--- src/rtl/encoder_scheduler_if.sv ---
// Request/response bundle between the weight-load requesters and encoder_scheduler.
// slave = scheduler side, master = requester/consumer side.
interface encoder_scheduler_if #(
   parameter int NUM_REQ = 4,
   parameter int NIB     = 8
);
   localparam int DW  = 4 * NIB;
   localparam int IDW = $clog2(NUM_REQ);

   logic [NUM_REQ-1:0]    req_valid_i;
   logic [NUM_REQ-1:0]    req_ready_o;
   logic [NUM_REQ*DW-1:0] req_data_i;
   logic                  rsp_valid_o;
   logic                  rsp_ready_i;
   logic [DW-1:0]         rsp_data_o;
   logic [IDW-1:0]        rsp_id_o;

   modport slave (
      input  req_valid_i, req_data_i, rsp_ready_i,
      output req_ready_o, rsp_valid_o, rsp_data_o, rsp_id_o
   );

   modport master (
      output req_valid_i, req_data_i, rsp_ready_i,
      input  req_ready_o, rsp_valid_o, rsp_data_o, rsp_id_o
   );
endinterface

--- src/rtl/encoder_scheduler.sv ---
// Round-robin scheduler sharing one nibble quantizer among NUM_REQ requesters.
// Optional ENC_SCHED_PERF_EN adds a 32-bit response handshake counter (rsp_count_o).

module encoder (
   input  logic [3:0] i_nib,
   output logic [3:0] o_nib
);
   always_comb begin
      o_nib = 4'h0;
      case (i_nib)
         4'h0: o_nib = 4'h0;
         4'h1: o_nib = 4'h1;
         4'h2: o_nib = 4'h1;
         4'h3: o_nib = 4'h2;
         4'h4: o_nib = 4'h2;
         4'h5: o_nib = 4'h3;
         4'h6: o_nib = 4'h3;
         4'h7: o_nib = 4'h4;
         4'h8: o_nib = 4'hC;
         4'h9: o_nib = 4'hB;
         4'hA: o_nib = 4'hB;
         4'hB: o_nib = 4'hA;
         4'hC: o_nib = 4'hA;
         4'hD: o_nib = 4'h9;
         4'hE: o_nib = 4'h9;
         4'hF: o_nib = 4'h0;
         default: o_nib = 4'h0;
      endcase
   end
endmodule

// state | meaning
// IDLE  | waiting for any request; grants RR winner combinationally
// ENC   | streaming latched word through encoder, one nibble per cycle
// RESP  | quantized word presented until rsp_ready_i
module encoder_scheduler #(
   parameter int NUM_REQ = 4,
   parameter int NIB     = 8
) (
   input  logic                clk_i,
   input  logic                rst_ni,
   encoder_scheduler_if.slave  bus,
   output logic                busy_o
`ifdef ENC_SCHED_PERF_EN
   ,
   output logic [31:0]         rsp_count_o
`endif
);
   localparam int DW  = 4 * NIB;
   localparam int IDW = $clog2(NUM_REQ);
   localparam int CW  = (NIB > 1) ? $clog2(NIB) : 1;

   typedef enum logic [1:0] {S_IDLE, S_ENC, S_RESP} state_t;

   state_t             r_state, w_state_nxt;
   logic [IDW-1:0]     r_ptr, r_id, w_win;
   logic               w_found, w_accept;
   logic [NUM_REQ-1:0] w_ready;
   logic [DW-1:0]      r_data, r_result;
   logic [CW-1:0]      r_cnt;
   logic               r_busy;
   logic [3:0]         w_nib_in, w_nib_out;

   always_comb begin
      int k;
      k       = 0;
      w_found = 1'b0;
      w_win   = '0;
      for (int i = 0; i < NUM_REQ; i++) begin
         k = int'(r_ptr) + i;
         if (k >= NUM_REQ) k = k - NUM_REQ;
         if (!w_found && bus.req_valid_i[k]) begin
            w_found = 1'b1;
            w_win   = IDW'(k);
         end
      end
   end

   always_ff @(posedge clk_i or negedge rst_ni) begin
      if (!rst_ni) r_state <= S_IDLE;
      else         r_state <= w_state_nxt;
   end

   // rst_ni gates the grant so no requester sees ready while reset is held
   always_comb begin
      w_state_nxt = r_state;
      w_ready     = '0;
      w_accept    = 1'b0;
      case (r_state)
         S_IDLE: begin
            if (w_found && rst_ni) begin
               w_accept       = 1'b1;
               w_ready[w_win] = 1'b1;
               w_state_nxt    = S_ENC;
            end
         end
         S_ENC: begin
            if (r_cnt == CW'(NIB - 1)) w_state_nxt = S_RESP;
         end
         S_RESP: begin
            if (bus.rsp_ready_i) w_state_nxt = S_IDLE;
         end
         default: w_state_nxt = S_IDLE;
      endcase
   end

   assign w_nib_in = r_data[r_cnt*4 +: 4];

   encoder u_encoder (
      .i_nib (w_nib_in),
      .o_nib (w_nib_out)
   );

   always_ff @(posedge clk_i or negedge rst_ni) begin
      if (!rst_ni) begin
         r_ptr    <= '0;
         r_id     <= '0;
         r_data   <= '0;
         r_result <= '0;
         r_cnt    <= '0;
         r_busy   <= 1'b0;
      end else begin
         r_busy <= (w_state_nxt != S_IDLE);
         if (w_accept) begin
            r_data <= bus.req_data_i[w_win*DW +: DW];
            r_id   <= w_win;
            r_cnt  <= '0;
            r_ptr  <= (w_win == IDW'(NUM_REQ - 1)) ? '0 : w_win + 1'b1;
         end else if (r_state == S_ENC) begin
            r_result[r_cnt*4 +: 4] <= w_nib_out;
            r_cnt                  <= r_cnt + 1'b1;
         end
      end
   end

   assign bus.req_ready_o = w_ready;
   assign bus.rsp_valid_o = (r_state == S_RESP);
   assign bus.rsp_data_o  = r_result;
   assign bus.rsp_id_o    = r_id;
   assign busy_o          = r_busy;

`ifdef ENC_SCHED_PERF_EN
   logic [31:0] r_count;

   always_ff @(posedge clk_i or negedge rst_ni) begin
      if (!rst_ni)                                   r_count <= '0;
      else if (r_state == S_RESP && bus.rsp_ready_i) r_count <= r_count + 32'd1;
   end

   assign rsp_count_o = r_count;
`endif

endmodule
--- src/flat_wrapper.sv ---
// flat-port wrapper written by rule: the top's interface ports become plain ports
module encoder_scheduler_flat 
#(
   parameter int NUM_REQ = 4,
   parameter int NIB     = 8
)
  (clk_i, rst_ni, busy_o, bus_req_valid_i, bus_req_data_i, bus_rsp_ready_i, bus_req_ready_o, bus_rsp_valid_o, bus_rsp_data_o, bus_rsp_id_o);
  encoder_scheduler_if #(.NUM_REQ(NUM_REQ), .NIB(NIB)) bus_i ();
  input  logic clk_i;
  input  logic rst_ni;
  output logic busy_o;
  input wire logic [$bits(bus_i.req_valid_i)-1:0] bus_req_valid_i;
  input wire logic [$bits(bus_i.req_data_i)-1:0] bus_req_data_i;
  input wire logic [$bits(bus_i.rsp_ready_i)-1:0] bus_rsp_ready_i;
  output wire logic [$bits(bus_i.req_ready_o)-1:0] bus_req_ready_o;
  output wire logic [$bits(bus_i.rsp_valid_o)-1:0] bus_rsp_valid_o;
  output wire logic [$bits(bus_i.rsp_data_o)-1:0] bus_rsp_data_o;
  output wire logic [$bits(bus_i.rsp_id_o)-1:0] bus_rsp_id_o;
  assign bus_i.req_valid_i = bus_req_valid_i;
  assign bus_i.req_data_i = bus_req_data_i;
  assign bus_i.rsp_ready_i = bus_rsp_ready_i;
  assign bus_req_ready_o = bus_i.req_ready_o;
  assign bus_rsp_valid_o = bus_i.rsp_valid_o;
  assign bus_rsp_data_o = bus_i.rsp_data_o;
  assign bus_rsp_id_o = bus_i.rsp_id_o;
  encoder_scheduler #(.NUM_REQ(NUM_REQ), .NIB(NIB)) u_core (.clk_i(clk_i), .rst_ni(rst_ni), .bus(bus_i), .busy_o(busy_o));
endmodule
--- config.mk ---
export PLATFORM = sky130hd
export DESIGN_NAME = encoder_scheduler_flat
export DESIGN_NICKNAME = d
export VERILOG_FILES = /design/src/rtl/encoder_scheduler_if.sv /design/src/rtl/encoder_scheduler.sv /design/src/flat_wrapper.sv
export SDC_FILE = /design/constraint.sdc
export NUM_CORES = 1
export LEC_CHECK = 0
export BUFFER_PORTS_ARGS = -buffer_cell sky130_fd_sc_hd__clkbuf_2
export CORE_UTILIZATION = 52
export DETAILED_ROUTE_END_ITERATION = 10
export PLACE_DENSITY_LB_ADDON = 0.2
export SLEW_MARGIN = 20
export SYNTH_ARGS = -nofsm -noshare
export SYNTH_HDL_FRONTEND = slang
export SYNTH_SLANG_ARGS = --single-unit
--- constraint.sdc ---
create_clock -name clk_i -period 5.71 [get_ports clk_i]
set_input_delay 1.4275 -clock clk_i [delete_from_list [all_inputs] [get_ports clk_i]]
set_output_delay 1.4275 -clock clk_i [all_outputs]
set_load 0.05 [all_outputs]
---- Word level (Yosys, flattened, before mapping) ----
Memories as Yosys holds them, arrays and structs flattened.
Cells that the tools add are included.
word-level totals
  flip-flop bits (word level) ............. 74
  memory bits (read-only) ................. 64
  input port bits ......................... 135
  output and inout bits ................... 40
  logic and storage cells ................. 87
  memories ................................ 1
operators by class
  $add $sub $neg .......................... 10
  order comparisons ....................... 10
  eq/ne operators ......................... 4
  shift operators ......................... 4
  muxes and demuxes ....................... 38
  bitwise operators ....................... 1
  reduce and logical (&&, ||, !) cells .... 12
memories
  name             words  width  read ports  clocked after Yosys merged registers in  wr ports  line                     source
  (no name shown)  16     4      1           0                                        0         encoder_scheduler.sv:10  case (i_nib)
operators with widths
  kind                       count
  $lt A32 B4 Y1 const B      4
  $mux W32                   4
  $shiftx A128 B8 Y32        1
  $ge A32 B4 Y1 const B      3
  $sub A32 B4 Y32 const B    3
  $neg A5 Y34                1
  $shift A4 B34 Y32 const A  1
  $shiftx A4 B34 Y32         1
  $bwmux W32                 1
  $shiftx A32 B6 Y4          1
  $mux W2                    8
  $mux W1                    15
  $bmux W1 S2                4
  $mux W4                    2
  $add A2 B2 Y3 const B      2
  $mux W3                    2
  $pmux W2 S3                1
  $logic_and A1 B1 Y1        5
  $eq A2 B2 Y1 const B       2
  $reduce_bool A2 Y1         2
  $sub A2 B3 Y4 const B      1
  $add A2 B1 Y3 const B      1
  $add A3 B1 Y3 const B      1
  $eq A3 B3 Y1 const B       1
  10 further kinds           12

---- Longest topological paths before layout ----
Gate-level depths: netlist of run 1.
  word-level depth ........................ 21
  gate-level depth with buffers ........... 11

---- Modules after synthesis ----
Synthesis of run 1 repeated with hierarchy kept, for this count alone.
unflattened totals
  cells, all modules ...................... 395
  area, all modules ....................... 4232.8 µm²
by module, submodules not included
  module             instances  cells each  area each (µm²)  sequential area each (µm²)
  encoder_scheduler  1          382         4124.0           1851.8
  encoder            1          13          108.9            0.0

---- Worst setup path after synthesis of run 1 ----
Ideal clock, no wire load.
  path type ............................... input to output
  from .................................... input bus_req_valid_i[2]
  to ...................................... output bus_req_ready_o[1]
  data arrival time ....................... 3.059 ns
  data required time ...................... 4.283 ns
  path slack .............................. 1.223 ns
  stages on the path ...................... 7
  cells stage by stage .................... inv_1 o22ai_1 a211oi_1 buf_2 buf_2 ha_1 and2_1
on the way
  word-level cells in the longest chain between the ends .. 19
  elaborated cells on any way between the ends .. 34
  classes of those cells .................. order compare (2); mux (24); reduce/logical (8)
ends and longest elaborated chain
  item                                                                       line                     source
  start: declaration                                                         flat_wrapper.sv:12       input wire logic [$bits(bus_i.req_valid_i)-1:0] bus_req_valid_i;
  $bmux W1 S2                                                                encoder_scheduler.sv:72  if (!w_found && bus.req_valid_i[k]) begin
  $mux W1 (not written as such) (2 in a row)                                 encoder_scheduler.sv:72
  $mux W1                                                                    encoder_scheduler.sv:72
  $logic_not A1 Y1                                                           encoder_scheduler.sv:72
  $logic_and A1 B1 Y1                                                        encoder_scheduler.sv:72
  $mux W1                                                                    encoder_scheduler.sv:72
  $logic_not A1 Y1                                                           encoder_scheduler.sv:72
  $logic_and A1 B1 Y1                                                        encoder_scheduler.sv:72
  (+3 left out)                                                              -
  $mux W2 (*)                                                                encoder_scheduler.sv:72
  net u_core.w_win[0]                                                        encoder_scheduler.sv:56  logic [IDW-1:0] r_ptr, r_id, w_win;
  $lt A2 B3 Y1 (not written as such) / $ge A2 B1 Y1 (equally long branches)  encoder_scheduler.sv:93  w_ready[w_win] = 1'b1;
  $logic_and A1 B1 Y1 (not written as such)                                  encoder_scheduler.sv:93
  $mux W1 (not written as such)                                              encoder_scheduler.sv:93
  $demux W1 S2 (*)                                                           -
  $mux W4 (*)                                                                encoder_scheduler.sv:91  if (w_found && rst_ni) begin
  $mux W4 (*)                                                                encoder_scheduler.sv:89  case (r_state)
  end: declaration                                                           flat_wrapper.sv:15       output wire logic [$bits(bus_i.req_ready_o)-1:0] bus_req_ready_o;
Mark *: on every way through the listed nets, which the timed path passes. The rest lies on a longest branch. The select of a mux whose other input is x is not followed.

---- Worst setup path in the final report of run 1 ----
  from .................................... input bus_req_valid_i[2]
  to ...................................... output bus_req_ready_o[0]
on the way
  word-level cells in the longest chain between the ends .. 19
  elaborated cells on any way between the ends .. 34
  classes of those cells .................. order compare (2); mux (24); reduce/logical (8)
ends and longest elaborated chain
  item                                                                       line
  $bmux W1 S2                                                                encoder_scheduler.sv:72
  $mux W1 (not written as such) (2 in a row)                                 encoder_scheduler.sv:72
  $mux W1                                                                    encoder_scheduler.sv:72
  $logic_not A1 Y1                                                           encoder_scheduler.sv:72
  $logic_and A1 B1 Y1                                                        encoder_scheduler.sv:72
  $mux W1                                                                    encoder_scheduler.sv:72
  $logic_not A1 Y1                                                           encoder_scheduler.sv:72
  $logic_and A1 B1 Y1                                                        encoder_scheduler.sv:72
  (+2 left out)                                                              -
  $logic_and A1 B1 Y1                                                        encoder_scheduler.sv:72
  $mux W2                                                                    encoder_scheduler.sv:72
  $lt A2 B3 Y1 (not written as such) / $ge A2 B1 Y1 (equally long branches)  encoder_scheduler.sv:93
  $logic_and A1 B1 Y1 (not written as such)                                  encoder_scheduler.sv:93
  $mux W1 (not written as such)                                              encoder_scheduler.sv:93
  $demux W1 S2                                                               -
  $mux W4 (*)                                                                encoder_scheduler.sv:91
  $mux W4 (*)                                                                encoder_scheduler.sv:89
Mark *: on every way between the ends. The rest lies on a longest branch, timed or not. The select of a mux whose other input is x is not followed.

==> results by group, run 1 <==
STA
  – Rel. slew slack: 29.9%
  – Final Hold Vio Count: 0
  – Worst slew pin tran: around 1.0 ns
  – Max Slew Vio Count: 0
  – Final WS setup: ~1.1 ns
  – TNS Setup: 0 ns
  – Shortest period the worst path allows: 4.63 ns
  – Final worst-path cycle share: slightly above 80%
  – RSZ-0062 raised after global routing: no
  – Final setup fails: 0
  – Max Freq: between 200 and 250 MHz
  – Clk_skew: 0.00712 ns

Drt
  – Vias: between 3,000 and 4,000
  – Routed vias/inst: 5.47
  – Antenna Nets Post-Route: 0
  – Total Wirelength: ~10000 um
  – Residual DRC: 0
  – DR WL/cell: 15.2 um
  – Drt pass-1 iters: 6
  – DRT iter0 DRCs: 124

Yosys
  – Register area share after synthesis: ~44%
  – Complex-gate fraction of the synthesized area: between 9 and 10%
  – Syn_nets: 531
  – Top_reg_cell synth: dfrtp_1
  – Yosys top cell area share: 43.7%
  – Ys async rst share: 100%
  – Post-synth EDFFs: 0
  – Number of distinct library cells after synthesis: 36
  – Syn Std Cell Area: 4240 sq um
  – Post-Synth Adder-Cell Area: 3.54%
  – Post-synthesis mux area share: between 20 and 30%
  – Synth area leaders: dfrtp_1 44%, mux2i_1 17%, mux2_2 6.9%
  – Largest family of logic cells by synthesized area: multiplexers
  – Dominant cell type by area after synthesis: dfrtp_1
  – Syn Inst Count: ~380
  – Yosys reg bits: 74
  – Post-Synth XOR/XNOR Area: 0%
  – Synth Area in Simple Gates: 10.7%
  – Yosys warns: 0
  – Average size of a mapped cell: 11.0 sq um

Layout
  – Fillers: 638
  – ANT cells: 0
  – Layout Area Growth over Synthesis: 27.0%
  – Util after Layout: 68.9%
  – Most common cell after layout, fill and taps aside: clkbuf_2
  – Multi-input logic area: 2250 sq um
  – Seq. cell area: roughly 1900 sq um
  – Most frequent cells in the layout: 173 x clkbuf_2, 74 x dfrtp_1, 72 x mux2i_1, 60 x nand2_1, 32 x o221ai_1
  – Fin nets: 697
  – Fraction of layout cells with a size suffix above 1: about 42%

Placed design
  – IO Port Bufs: 174
  – Setup WS pre-CTS: 1.07 ns
  – Gpl congestion: 0.845
  – DPL Wire Length: about 7600 um

Power and ir drop
  – Leakage: 2.89 nW
  – Comb pwr share: between 50 and 60%
  – NetSw: 0.00140 W
  – Clock Power Share: 14.0%
  – Switching share of total power: 45.8%
  – Seq pwr share: 29.4%
  – Overall power: around 0.003 W
  – Peak VDD IR: 0.201 mV
  – Int Pwr: 0.00165 W
  – Power Dens Cells: 567 nW/um^2

Global routing
  – Vias in the first global route: 3,469
  – First-pass GRT wire length: 16,200 um
  – Initial antenna violation count: 0
  – GRT Total Usage: 24.6%
  – Grt ovf: 0
  – Largest net degree at the start of global routing: 76

Clock tree
  – Resize count post-CTS: 0
  – Clk_lat worst skew: 0.34 ns
  – CTS Buffer Depth: 2
  – Num CTS Buffers: 9
  – Post-CTS setup buffers: 0
  – CTS tree: built
  – Max H-tree Level: 3
  – Worst-path clk slew: around 0.080 ns
  – Clock root buffer master: clkbuf_8
  – CTS sink cnt: 74
  – Cts hold-fix bufs: 0

Worst setup path
  – Setup crit end kind: primary output
  – R2r startpoint: u_core.r_cnt[0]
  – Critical path required time: 4.28 ns
  – CP max FO: 13
  – Startpoint Class: input port
  – Reg2reg path depth: 8
  – Worst R2R End: u_core.bus.rsp_data_o[25]
  – R2R setup slack: between 2 and 3 ns
  – Critical path class: in -> out
  – Crit path DAT: 3.21 ns

Run
  – MaxCap Viol Count: 0

Floorplanning
  – Core area: 7810 sq um
  – Die X: 92.3 um
  – Row count: 32
  – # IOs: 175
  – Full die area: 8510 sq um
  – Initial Utilization: a little over half
  – Die Height: just over 90 um

Hold path
  – HP Class: reg -> reg
  – Hold Path End: u_core.bus.rsp_data_o[20]
  – Min-delay src: u_core.bus.rsp_data_o[20]
  – Hold path depth: 2

Status
  – Outcome: completed
[worst max-delay path by stage]
stage / start / endpoint / cells after the start
floorplan: bus_req_valid_i[2] / bus_req_ready_o[1] / 7
global placement: bus_req_valid_i[2] / bus_req_ready_o[2] / 8
detailed placement: bus_req_valid_i[2] / bus_req_ready_o[0] / 8
CTS: bus_req_valid_i[2] / bus_req_ready_o[0] / 8
global route: bus_req_valid_i[2] / bus_req_ready_o[0] / 8
finish: bus_req_valid_i[2] / bus_req_ready_o[0] / 8
[routing by layer]
layer	track usage (%)	routed length (um)
met5	0	0
met4	8.72	138
met3	3.90	402
met2	44.0	5380
met1	29.8	4040
[cells in the mapped netlist (2+ instances only)]
master,instances
a21oi_1,3
mux4_2,8
and3_1,2
mux2i_1,72
clkbuf_1,13
buf_2,6
buf_6,2
nand2b_1,5
mux2_2,26
nor2_1,7
nand2_1,61
o21ai_0,12
o221ai_1,32
nand3_1,6
nor2b_1,6
buf_1,2
ha_1,12
dfrtp_1,74
o31ai_1,2
and2_1,6
inv_1,11
a21o_1,2
[critical path, stage by stage]
cell      delay [ns]
clkbuf_2        0.09
inv_1           0.09
o22ai_1         0.12
a211oi_4        0.68
inv_1           0.18
ha_1            0.23
and2_1          0.13
clkbuf_2        0.23
[area by class of cell]
type / count / share of cell area [%]
Timing Repair Buffer: 178 / 16.8
Clock buffer: 9 / 2.30
Sequential cell: 74 / 34.4
Multi-Input combinational cell: 275 / 41.8
Inverter: 12 / 0.837
Clock inverter: 6 / 1.53
Tap cell: 102 / 2.37
[power by group through the flow]
stage	logic (W)	clock network [W]	registers [W]
4_1_cts	0.00174	0.000436	0.000900
5_1_grt	0.00189	0.000461	0.000926
3_3_place_gp	0.00170	0	0.000899
6_report	0.00173	0.000426	0.000898
3_5_place_dp	0.00174	0	0.000910
2_1_floorplan	0.00105	0	0.00119
[per-stage QoR]
step                      instances  hold WS, ns  cell area [sq um]
after floorplan                 384        0.451               4240
after global placement          641        0.460               5170
after detailed placement        641        0.472               5170
after CTS                       656        0.492               5380
after global routing            656        0.516               5380
final                           656        0.487               5380
[cells by family after synthesis]
group	count (synthesis)
and+or+nand+nor	100
AOI/OAI and AO/OA	56
buffers and inverters	35
adders and majority gates	12
muxes	107
DFF	74
[flip-flops by register name, summed over array words and instances, names as in the netlist]
name and count:
u_core.bus.rsp_data_o 32, u_core.bus.rsp_id_o 2, u_core.busy_o 1, u_core.r_cnt 3, u_core.r_data 32, u_core.r_ptr 2, u_core.r_state 2
No activity file was read; power rests on OpenSTA's default activity.
==> inputs of run 2 (changes only) <==
Settings changed: CORE_UTILIZATION 52 to 49.
Clock period 5.71 ns to 4.3 ns, I/O delays scaled along.
==> results by group, run 2 (synthesis gave the netlist of run 1 again) <==
Status
  – Outcome: completed (unchanged)

STA
  – Clk_skew: 0.00779 ns (was 0.00712 ns)
  – TNS Setup: 0 ns (unchanged)
  – Final Hold Vio Count: 0 (unchanged)
  – RSZ-0062 raised after global routing: no (unchanged)
  – Hold_ws: 0.485 ns (was 0.487 ns)
  – Max Freq: 285 MHz
  – Rel. slew slack: 33.7% (was 29.9%)
  – Max Slew Vio Count: 0 (unchanged)
  – Final worst-path cycle share: between 80 and 90%
  – Worst slew pin tran: 0.995 ns (was 1.05 ns)
  – Final setup fails: 0 (unchanged)
  – Shortest period the worst path allows: 3.51 ns

Drt
  – Vias: 3,549 (was 3,591)
  – Residual DRC: 0 (unchanged)
  – Routed vias/inst: 5.38 (was 5.47)
  – Total Wirelength: 9910 um (was 9960 um)
  – Antenna Nets Post-Route: 0 (unchanged)
  – DR WL/cell: 15.0 um (was 15.2 um)
  – Drt pass-1 iters: 4 (was 6)
  – DRT iter0 DRCs: 95 (was 124)

Worst setup path
  – Crit path DAT: 2.43 ns (was 3.21 ns)
  – Critical path class: in -> out (unchanged)
  – Worst Path Buf+Inv: 4 (unchanged)
  – Slowest stage delay, CP: 0.36 ns (was 0.68 ns)
  – Setup crit end kind: primary output (unchanged)
  – Critical path's top delay family: buffers and inverters (was compound AO/OA/AOI/OAI gates)
  – Startpoint Class: input port (unchanged)
  – Reg2reg path depth: 7 (was 8)
  – CP max FO: 5 (was 13)
  – Crit-path slowest cell: a211oi_4 (unchanged)
  – Worst path depth: 8 (unchanged)
  – Critical path required time: 3.22 ns (was 4.28 ns)
  – Critical Path, Cell by Cell: clkbuf_2, inv_1, o22ai_1, a211oi_4, inv_1, ha_1, and2_1, clkbuf_2 (unchanged)

Placed design
  – Placed insts: 644 (was 641)
  – IO Port Bufs: 174 (unchanged)
  – Gpl congestion: 0.769 (was 0.845)
  – Placed Area: 5180 sq um (was 5170 sq um)
  – DPL Wire Length: 7500 um (was 7610 um)

Clock tree
  – Max H-tree Level: 3 (unchanged)
  – Worst-path clk slew: 0.07 ns (was 0.08 ns)
  – Clock root buffer master: clkbuf_8 (unchanged)
  – CTS sink cnt: 74 (unchanged)
  – Cts hold-fix bufs: 0 (unchanged)
  – CTS Buffer Depth: 2 (unchanged)
  – Clk_lat worst skew: 0.34 ns (about the same)
  – Post-CTS setup buffers: 0 (unchanged)
  – Num CTS Buffers: 9 (unchanged)
  – Resize count post-CTS: 0 (unchanged)
  – CTS tree: built (unchanged)

Floorplanning
  – Initial Utilization: 51.1% (was 54.3%)
  – Full die area: 9020 sq um (was 8510 sq um)
  – Die Height: 95.0 um (was 92.3 um)
  – Die X: 95.0 um (was 92.3 um)
  – Core area: 8300 sq um (was 7810 sq um)
  – Row count: 33 (was 32)
  – # IOs: 175 (unchanged)

Global routing
  – Initial antenna violation count: 0 (unchanged)
  – First-pass GRT wire length: 16,200 um (about the same)
  – Vias in the first global route: 3,575 (was 3,469)
  – Largest net degree at the start of global routing: 76 (unchanged)
  – Grt ovf: 0 (unchanged)
  – GRT Total Usage: 23.4% (was 24.6%)

Power and ir drop
  – Leakage: 2.90 nW (was 2.89 nW)
  – Peak VDD IR: 0.273 mV (was 0.201 mV)
  – Power Dens Cells: 756 nW/um^2 (was 567 nW/um^2)
  – Overall power: 0.00408 W (was 0.00305 W)

Layout
  – Most common cell after layout, fill and taps aside: clkbuf_2 (unchanged)
  – Fraction of layout cells with a size suffix above 1: 42.2% (about the same)
  – Post-route cell area: 5390 sq um (was 5380 sq um)
  – Fin nets: 697 (unchanged)
  – Post-Layout Cell Count: 660 (was 656)
  – Layout Area Growth over Synthesis: 27.2% (was 27.0%)
  – Most frequent cells in the layout: 173 x clkbuf_2, 74 x dfrtp_1, 72 x mux2i_1, 59 x nand2_1, 32 x o221ai_1 (was 173 x clkbuf_2, 74 x dfrtp_1, 72 x mux2i_1, 60 x nand2_1, 32 x o221ai_1)
  – Fillers: 702 (was 638)
  – ANT cells: 0 (unchanged)

Hold path
  – Hold path depth: 2 (unchanged)
  – HP Class: reg -> reg (unchanged)

Run
  – MaxCap Viol Count: 0 (unchanged)
-- run 2: cell count changes in the layout (fill, tap and decap cells not counted) --
| cell | before | now |
|---|---|---|
| nand2_2 | 1 | 2 |
| clkinvlp_4 | 1 | 0 |
| clkinv_4 | 0 | 1 |
| clkbuf_1 | 0 | 2 |
| clkinv_2 | 3 | 2 |
| nand2_1 | 60 | 59 |
-- run 2: final timing paths --
check | from | end | slack (ns)
worst max register to register | u_core.r_cnt[0] | u_core.bus.rsp_data_o[29] | 1.30
max in group asynchronous | rst_ni | u_core.r_data[5] | 2.77
worst min-delay path | u_core.r_data[9] | u_core.r_data[9] | 0.49
min in group asynchronous | rst_ni | u_core.busy_o | 0.96
worst min register to register | u_core.r_data[9] | u_core.r_data[9] | 0.49
worst max-delay path | bus_req_valid_i[2] | bus_req_ready_o[0] | 0.79
-- run 2: final cells by class --
class                      count  area (sq um)  area share [%]
inverter                      12          45.0           0.835
tap                          105           131            2.44
clock inverter                 5          78.8            1.46
multi-input combinational    275          2250            41.7
clock buffer                  11           131            2.44
timing repair buffer         178           903            16.8
sequential                    74          1850            34.3
-- run 2: metrics by stage --
stage / util, % / setup WS [ns]
after floorplan: - / 0.518
after global placement: 62.4 / 0.894
after detailed placement: 62.4 / 0.790
after CTS: 64.9 / 0.787
after global routing: 65.0 / 0.699
final: 65.0 / 0.792
-- run 2: worst reg2reg max path, delay by kind of cell (launching register included) --
family | cells | cell delay [ns]
and+or+nand+nor | 2 | 0.24
adders and majority gates | 1 | 0.22
muxes | 3 | 1.51
DFF | 1 | 0.83
buffers and inverters | 1 | 0.08
-- run 2: power breakdown --
part / internal, W / total [W] / switching, W
registers: 0.000996 / 0.00122 / 0.000227
logic: 0.000886 / 0.00228 / 0.00139
clock network: 0.000326 / 0.000574 / 0.000248
-- run 2: routing by layer --
metal	wire [um]	track usage [%]	part of all wire (%)	up-vias
li1	-	-	-	1743
met1	4100	28.5	41	1667
met2	5130	41.5	52	125
met3	485	3.95	4.9	14
met4	195	8.46	2.0	0
met5	0	0	0	-
